[config.mk]
export PLATFORM = sky130hd
export DESIGN_NAME = multi_cycle_control
export DESIGN_NICKNAME = d
export VERILOG_FILES = /design/src/rtl/mips_ctrl_pkg.sv /design/src/rtl/ctrl_output_decode.sv /design/src/rtl/multi_cycle_control.sv
export SDC_FILE = /design/constraint.sdc
export NUM_CORES = 1
export LEC_CHECK = 0
export CAP_MARGIN = 10
export CORE_MARGIN = 2
export CORE_UTILIZATION = 43
export CTS_CLUSTER_DIAMETER = 120
export CTS_CLUSTER_SIZE = 30
export DETAILED_ROUTE_END_ITERATION = 10
export PLACE_DENSITY = 0.84
export SYNTH_ARGS = -nofsm -noshare
export SYNTH_HDL_FRONTEND = slang
export SYNTH_HIERARCHICAL = 1
export SYNTH_SLANG_ARGS = --single-unit
[constraint.sdc]
create_clock -name clk -period 3.8 [get_ports clk]
set_clock_uncertainty 0.15 [all_clocks]
set_input_delay 0.76 -clock clk [delete_from_list [all_inputs] [get_ports clk]]
set_output_delay 0.76 -clock clk [all_outputs]
set_load 0.005 [all_outputs]
[src/rtl/mips_ctrl_pkg.sv]
// Shared encodings for the multi-cycle MIPS controller: opcodes, FSM states,
// datapath mux encodings and the packed control vector driven to the datapath.
package mips_ctrl_pkg;

  // Opcode field IR[31:26]
  localparam logic [5:0] OP_RTYPE = 6'h00;
  localparam logic [5:0] OP_LW    = 6'h23;
  localparam logic [5:0] OP_SW    = 6'h2B;
  localparam logic [5:0] OP_BEQ   = 6'h04;
  localparam logic [5:0] OP_J     = 6'h02;

  // Controller states; codes 10..15 are unused and recover to StFetch
  typedef enum logic [3:0] {
    StFetch   = 4'd0,
    StDecode  = 4'd1,
    StMemAddr = 4'd2,
    StMemRd   = 4'd3,
    StMemWb   = 4'd4,
    StMemWr   = 4'd5,
    StExecute = 4'd6,
    StRWb     = 4'd7,
    StBranch  = 4'd8,
    StJump    = 4'd9
  } state_e;

  // ALUOp encodings, also consumed by the ALU control unit
  localparam logic [1:0] ALUOP_ADD   = 2'b00;
  localparam logic [1:0] ALUOP_SUB   = 2'b01;
  localparam logic [1:0] ALUOP_FUNCT = 2'b10;

  // ALU B-operand select
  localparam logic [1:0] ALUSRCB_B       = 2'b00;
  localparam logic [1:0] ALUSRCB_FOUR    = 2'b01;
  localparam logic [1:0] ALUSRCB_IMM     = 2'b10;
  localparam logic [1:0] ALUSRCB_IMM_SH2 = 2'b11;

  // PC source select
  localparam logic [1:0] PCSRC_ALU    = 2'b00;
  localparam logic [1:0] PCSRC_ALUOUT = 2'b01;
  localparam logic [1:0] PCSRC_JUMP   = 2'b10;

  // Complete set of controller outputs besides the state code
  typedef struct packed {
    logic       pcWrite;
    logic       pcWriteCond;
    logic       iorD;
    logic       memRead;
    logic       memWrite;
    logic       memtoReg;
    logic       irWrite;
    logic       aluSrcA;
    logic       regWrite;
    logic       regDst;
    logic [1:0] pcSource;
    logic [1:0] aluOp;
    logic [1:0] aluSrcB;
    logic       illegalOp;
    logic       instrDone;
  } ctrl_t;

  localparam ctrl_t CTRL_NONE = '0;

endpackage

[src/rtl/ctrl_output_decode.sv]
// Moore output decode: maps the current state (plus mem_ready where the
// handshake gates a write, and the DECODE-time illegal flag) to the control vector.
module ctrl_output_decode
  import mips_ctrl_pkg::*;
(
  input  state_e curState,
  input  logic   memReady,
  input  logic   opIllegal,
  output ctrl_t  ctrl
);

  // Per-state control values; anything not assigned stays deasserted
  always_comb begin
    ctrl = CTRL_NONE;
    unique case (curState)
      StFetch: begin
        ctrl.memRead = 1'b1;
        ctrl.aluSrcB = ALUSRCB_FOUR;
        // IR and PC only capture once the instruction word has arrived
        ctrl.irWrite = memReady;
        ctrl.pcWrite = memReady;
      end
      StDecode: begin
        ctrl.aluSrcB   = ALUSRCB_IMM_SH2;
        ctrl.illegalOp = opIllegal;
        ctrl.instrDone = opIllegal;
      end
      StMemAddr: begin
        ctrl.aluSrcA = 1'b1;
        ctrl.aluSrcB = ALUSRCB_IMM;
      end
      StMemRd: begin
        ctrl.memRead = 1'b1;
        ctrl.iorD    = 1'b1;
      end
      StMemWb: begin
        ctrl.regWrite  = 1'b1;
        ctrl.memtoReg  = 1'b1;
        ctrl.instrDone = 1'b1;
      end
      StMemWr: begin
        ctrl.memWrite  = 1'b1;
        ctrl.iorD      = 1'b1;
        ctrl.instrDone = memReady;
      end
      StExecute: begin
        ctrl.aluSrcA = 1'b1;
        ctrl.aluOp   = ALUOP_FUNCT;
      end
      StRWb: begin
        ctrl.regDst    = 1'b1;
        ctrl.regWrite  = 1'b1;
        ctrl.instrDone = 1'b1;
      end
      StBranch: begin
        ctrl.aluSrcA     = 1'b1;
        ctrl.aluOp       = ALUOP_SUB;
        ctrl.pcWriteCond = 1'b1;
        ctrl.pcSource    = PCSRC_ALUOUT;
        ctrl.instrDone   = 1'b1;
      end
      StJump: begin
        ctrl.pcWrite   = 1'b1;
        ctrl.pcSource  = PCSRC_JUMP;
        ctrl.instrDone = 1'b1;
      end
      default: ctrl = CTRL_NONE;
    endcase
  end

endmodule

[src/rtl/multi_cycle_control.sv]
// Multi-cycle MIPS controller: state register and next-state sequencing for
// R-format, lw, sw, beq and j, with memory-ready stalls and illegal-opcode flagging.
module multi_cycle_control
  import mips_ctrl_pkg::*;
#(
  parameter bit ENABLE_JUMP = 1'b1
) (
  input  logic       clk,
  input  logic       reset,
  input  logic [5:0] Op,
  input  logic       mem_ready,
  output logic       PCWrite,
  output logic       PCWriteCond,
  output logic       IorD,
  output logic       MemRead,
  output logic       MemWrite,
  output logic       MemtoReg,
  output logic       IRWrite,
  output logic       ALUSrcA,
  output logic       RegWrite,
  output logic       RegDst,
  output logic [1:0] PCSource,
  output logic [1:0] ALUOp,
  output logic [1:0] ALUSrcB,
  output logic       illegal_op,
  output logic       instr_done,
  output logic [3:0] state
);

  state_e stateQ, stateD;
  logic   opIllegal;
  ctrl_t  ctrlDec;
  ctrl_t  ctrlOut;

  // Opcode legality; only meaningful while in DECODE
  always_comb begin
    opIllegal = 1'b1;
    case (Op)
      OP_RTYPE, OP_LW, OP_SW, OP_BEQ: opIllegal = 1'b0;
      OP_J:                           opIllegal = !ENABLE_JUMP;
      default:                        opIllegal = 1'b1;
    endcase
  end

  // Next-state sequencing; Op is only looked at in DECODE and MEM_ADDR
  always_comb begin
    stateD = stateQ;
    case (stateQ)
      StFetch: if (mem_ready) stateD = StDecode;
      StDecode: begin
        if (opIllegal) begin
          stateD = StFetch;
        end else begin
          case (Op)
            OP_LW, OP_SW: stateD = StMemAddr;
            OP_RTYPE:     stateD = StExecute;
            OP_BEQ:       stateD = StBranch;
            OP_J:         stateD = StJump;
            default:      stateD = StFetch;
          endcase
        end
      end
      StMemAddr: stateD = (Op == OP_SW) ? StMemWr : StMemRd;
      StMemRd:   if (mem_ready) stateD = StMemWb;
      StMemWr:   if (mem_ready) stateD = StFetch;
      StMemWb, StExecute, StRWb, StBranch, StJump: begin
        stateD = (stateQ == StExecute) ? StRWb : StFetch;
      end
      default:   stateD = StFetch;
    endcase
  end

  // State register with synchronous reset back to FETCH
  always_ff @(posedge clk) begin
    if (reset) begin
      stateQ <= StFetch;
    end else begin
      stateQ <= stateD;
    end
  end

  ctrl_output_decode u_decode (
    .curState  (stateQ),
    .memReady  (mem_ready),
    .opIllegal (opIllegal),
    .ctrl      (ctrlDec)
  );

  // Hold every output low during reset so an aborted instruction writes nothing
  always_comb begin
    ctrlOut = reset ? CTRL_NONE : ctrlDec;
    state   = reset ? 4'd0 : stateQ;
  end

  assign PCWrite     = ctrlOut.pcWrite;
  assign PCWriteCond = ctrlOut.pcWriteCond;
  assign IorD        = ctrlOut.iorD;
  assign MemRead     = ctrlOut.memRead;
  assign MemWrite    = ctrlOut.memWrite;
  assign MemtoReg    = ctrlOut.memtoReg;
  assign IRWrite     = ctrlOut.irWrite;
  assign ALUSrcA     = ctrlOut.aluSrcA;
  assign RegWrite    = ctrlOut.regWrite;
  assign RegDst      = ctrlOut.regDst;
  assign PCSource    = ctrlOut.pcSource;
  assign ALUOp       = ctrlOut.aluOp;
  assign ALUSrcB     = ctrlOut.aluSrcB;
  assign illegal_op  = ctrlOut.illegalOp;
  assign instr_done  = ctrlOut.instrDone;

endmodule

==> out/qor.csv <==
metric;value;unit
min_path_type;flop to flop;
die_w;42.9;um
period_needed;3.68;ns
n_fill_cell;143;
p_comb_share;31.3;%
placed_area;925;um^2
nets;134;
antenna_found_initial;0;
gp_congestion;0.805;
ios;31;
multiInputGateArea;505;um^2
cts_hold_buf;0;
ys_top_cells_by_count;nor2b_1 (22), nor2_1 (11), nor3_1 (7), o21ai_0 (5);
cp.required;2.89;ns
yosysWarningCount;6;
grt_busiest_layer;met2;
grt_max_degree;24;
postRouteAntennaNets;0;
rows;14;
yosysTopAreaCell;nor2b_1;
first_global_vias;676;
area_growth;45.4;%
async_flop_share;0;%
finalWirelength;1610;um
synth_nets;106;
grtUsageMet1;20.3;%
largest_register;stateQ;
ys_types;35;
drt_iter0_markers;12;
ys_seq_area_share;12.3;%
design_area;946;um^2
synthMostInstantiatedCell;nor2b_1;
gr-usage-met3;5.96;%
cts_buffers;3;
hpwl;1250;um
cts_setup_buffers;0;
power_frac_seq;32.5;%
clkSlewWorstSetupHoldPaths;0.04;ns
crit_slowest_cell;clkdlybuf4s50_1;
synthCells;97;
whs;0.618;ns
start_util;44.8;%
status;finished, final reports clean;
clock_tree.buffer_depth;2;
grtUsageMet2;36.7;%
cts_tree;built;
ir_drop;0.158;mV
maxSlewHeadroom;53.8;%
cts-root-buf;clkbuf_4;
critical-path-top-delay-family;buffers and inverters;
cp_max_fo;4;
ys.flop_type;dfxtp_1;
maxSlewViolCount;0;
drive_above_1_share;8.13;%
hp-start;stateQ[0];
wl_per_cell;11.6;um
drcViolationCount;0;
cpPeakStageDelay;0.45;ns
cp-end-kind;primary output;
syn_avg_cell_area;6.71;um^2
p_leak;0.352;nW
finalSetupViolCount;0;
largest_reg_flops;4;
vias;739;
yosysTopAreaCellShare;21.2;%
port_buffers;30;
grt_pass1_wl;2760;um
tightest_slew;0.691;ns
rsz0062_at_grt;no;
synth_edf_count;0;
start_kind;input pin;
htree_levels;1;
cp_data_arrival_time;2.77;ns
firstDrtPassIters;4;
switchingPower;0.0000402;W
netlist_top_cells_area;nor2b_1 (21%), dfxtp_1 (12%), nor2_1 (6.3%), nor3_1 (5.4%), buf_4 (4.6%);
antenna_cells;0;
vias_per_cell;5.32;
pwr-share-clk;36.2;%
p_int;0.000104;W
reg.largest.list;stateQ x4;
max_freq;271;MHz
worstPathCellList;clkdlybuf4s50_1 -> or3_4 -> nor2_1 -> o21ai_0 -> o31a_2 -> a22oi_1 -> o22ai_1 -> nor2b_1 -> dlygate4sd2_1;
sw_frac_of_total;27.8;%
crit_type;input pin to primary output;
final-hold-violation-count;0;
clk_latency;0.24;ns
overflow;0;
synth-seq-cells;4;
crit_start;Op[3];
r2r-start;stateQ[1];
seq_area;80.1;um^2
ff2ff_setup_slack;2.15;ns
synth.cell_area;651;um^2
p_per_area;153;mW/mm^2
floorplan.die_area;0.00184;mm^2
clock_sinks;4;
core;0.00145;mm^2
fin_crit_sh;97.0;%
cap_viol_max_count;0;
die_h;42.9;um
grt_use_total;19.7;%
cp_num_buf_inv;2;
post-route-util;65.1;%
-- layout by cell type (no fill, tap or decap), types with 3 or more instances in the layout --
cell type,instances
clkbuf_4,3
nand2b_1,3
and3_1,3
dfxtp_1,4
nor2_1,11
o21ai_0,5
inv_1,3
nor3_1,7
nor2b_1,22
nand4_1,3
clkdlybuf4s50_1,29
-- power groups by stage --
stage               combinational, W  sequential, W  clock [W]
global placement           0.0000434      0.0000474          0
CTS                        0.0000453      0.0000468  0.0000549
finish                     0.0000453      0.0000470  0.0000523
detailed placement         0.0000455      0.0000475          0
global route               0.0000495      0.0000474  0.0000601
floorplan                  0.0000245      0.0000449          0
-- final timing paths --
| kind | depth (start not counted) | to |
|---|---|---|
| worst max-delay path | 9 | instr_done |
| worst min-delay path | 2 | stateQ[2] |
| worst max register to register | 4 | stateQ[2] |
| worst min register to register | 2 | stateQ[2] |
-- timing repair --
| item | in CTS | in global routing |
|---|---|---|
| resized for setup | 1 | 0 |
| setup endpoints to repair | 1 | 0 |
| endpoints found under the hold margin | 0 | 0 |
-- area by class of cell --
class | instances | share of cell area [%]
well taps | 16 | 2.12
repair buffers | 31 | 32.4
multi-input cells | 82 | 53.4
clock buffers | 3 | 2.38
flip-flops and latches | 4 | 8.47
inverters | 3 | 1.19
-- worst reg2reg max path, stage by stage (launching register included) --
cell	delay, ns
dfxtp_1	0.73
and2b_1	0.28
and2_1	0.16
o21ai_0	0.15
a31oi_1	0.06
-- logic make-up after synthesis --
| logic type | synth area share [%] |
|---|---|
| AOI/OAI and AO/OA | 14.4 |
| xor gates and xnor gates | 4.04 |
| buffers and inverters | 10.0 |
| DFF | 12.3 |
| muxes | 1.73 |
| and+or+nand+nor | 57.5 |
-- routing by layer --
metal  wire length, um  vias to the layer above  share of wire, %
met1               697                      320                43
met5                 0                        -                 0
met4                 8                        0              0.50
li1                  -                      385                 -
met2               806                       32                50
met3                94                        2               5.8
-- stage by stage --
step | instances | worst slack [ns] | power [W] | TNS (ns)
6_report | 139 | 0.115 | 0.000145 | 0
5_1_grt | 139 | 0.0724 | 0.000157 | 0
2_1_floorplan | 97 | 1.03 | 0.0000695 | 0
3_5_place_dp | 136 | -0.0360 | 0.0000929 | -0.0360
3_3_place_gp | 136 | 0.0610 | 0.0000908 | 0
4_1_cts | 139 | 0.150 | 0.000147 | 0
Note: power is estimated with default switching activity, not from simulation.
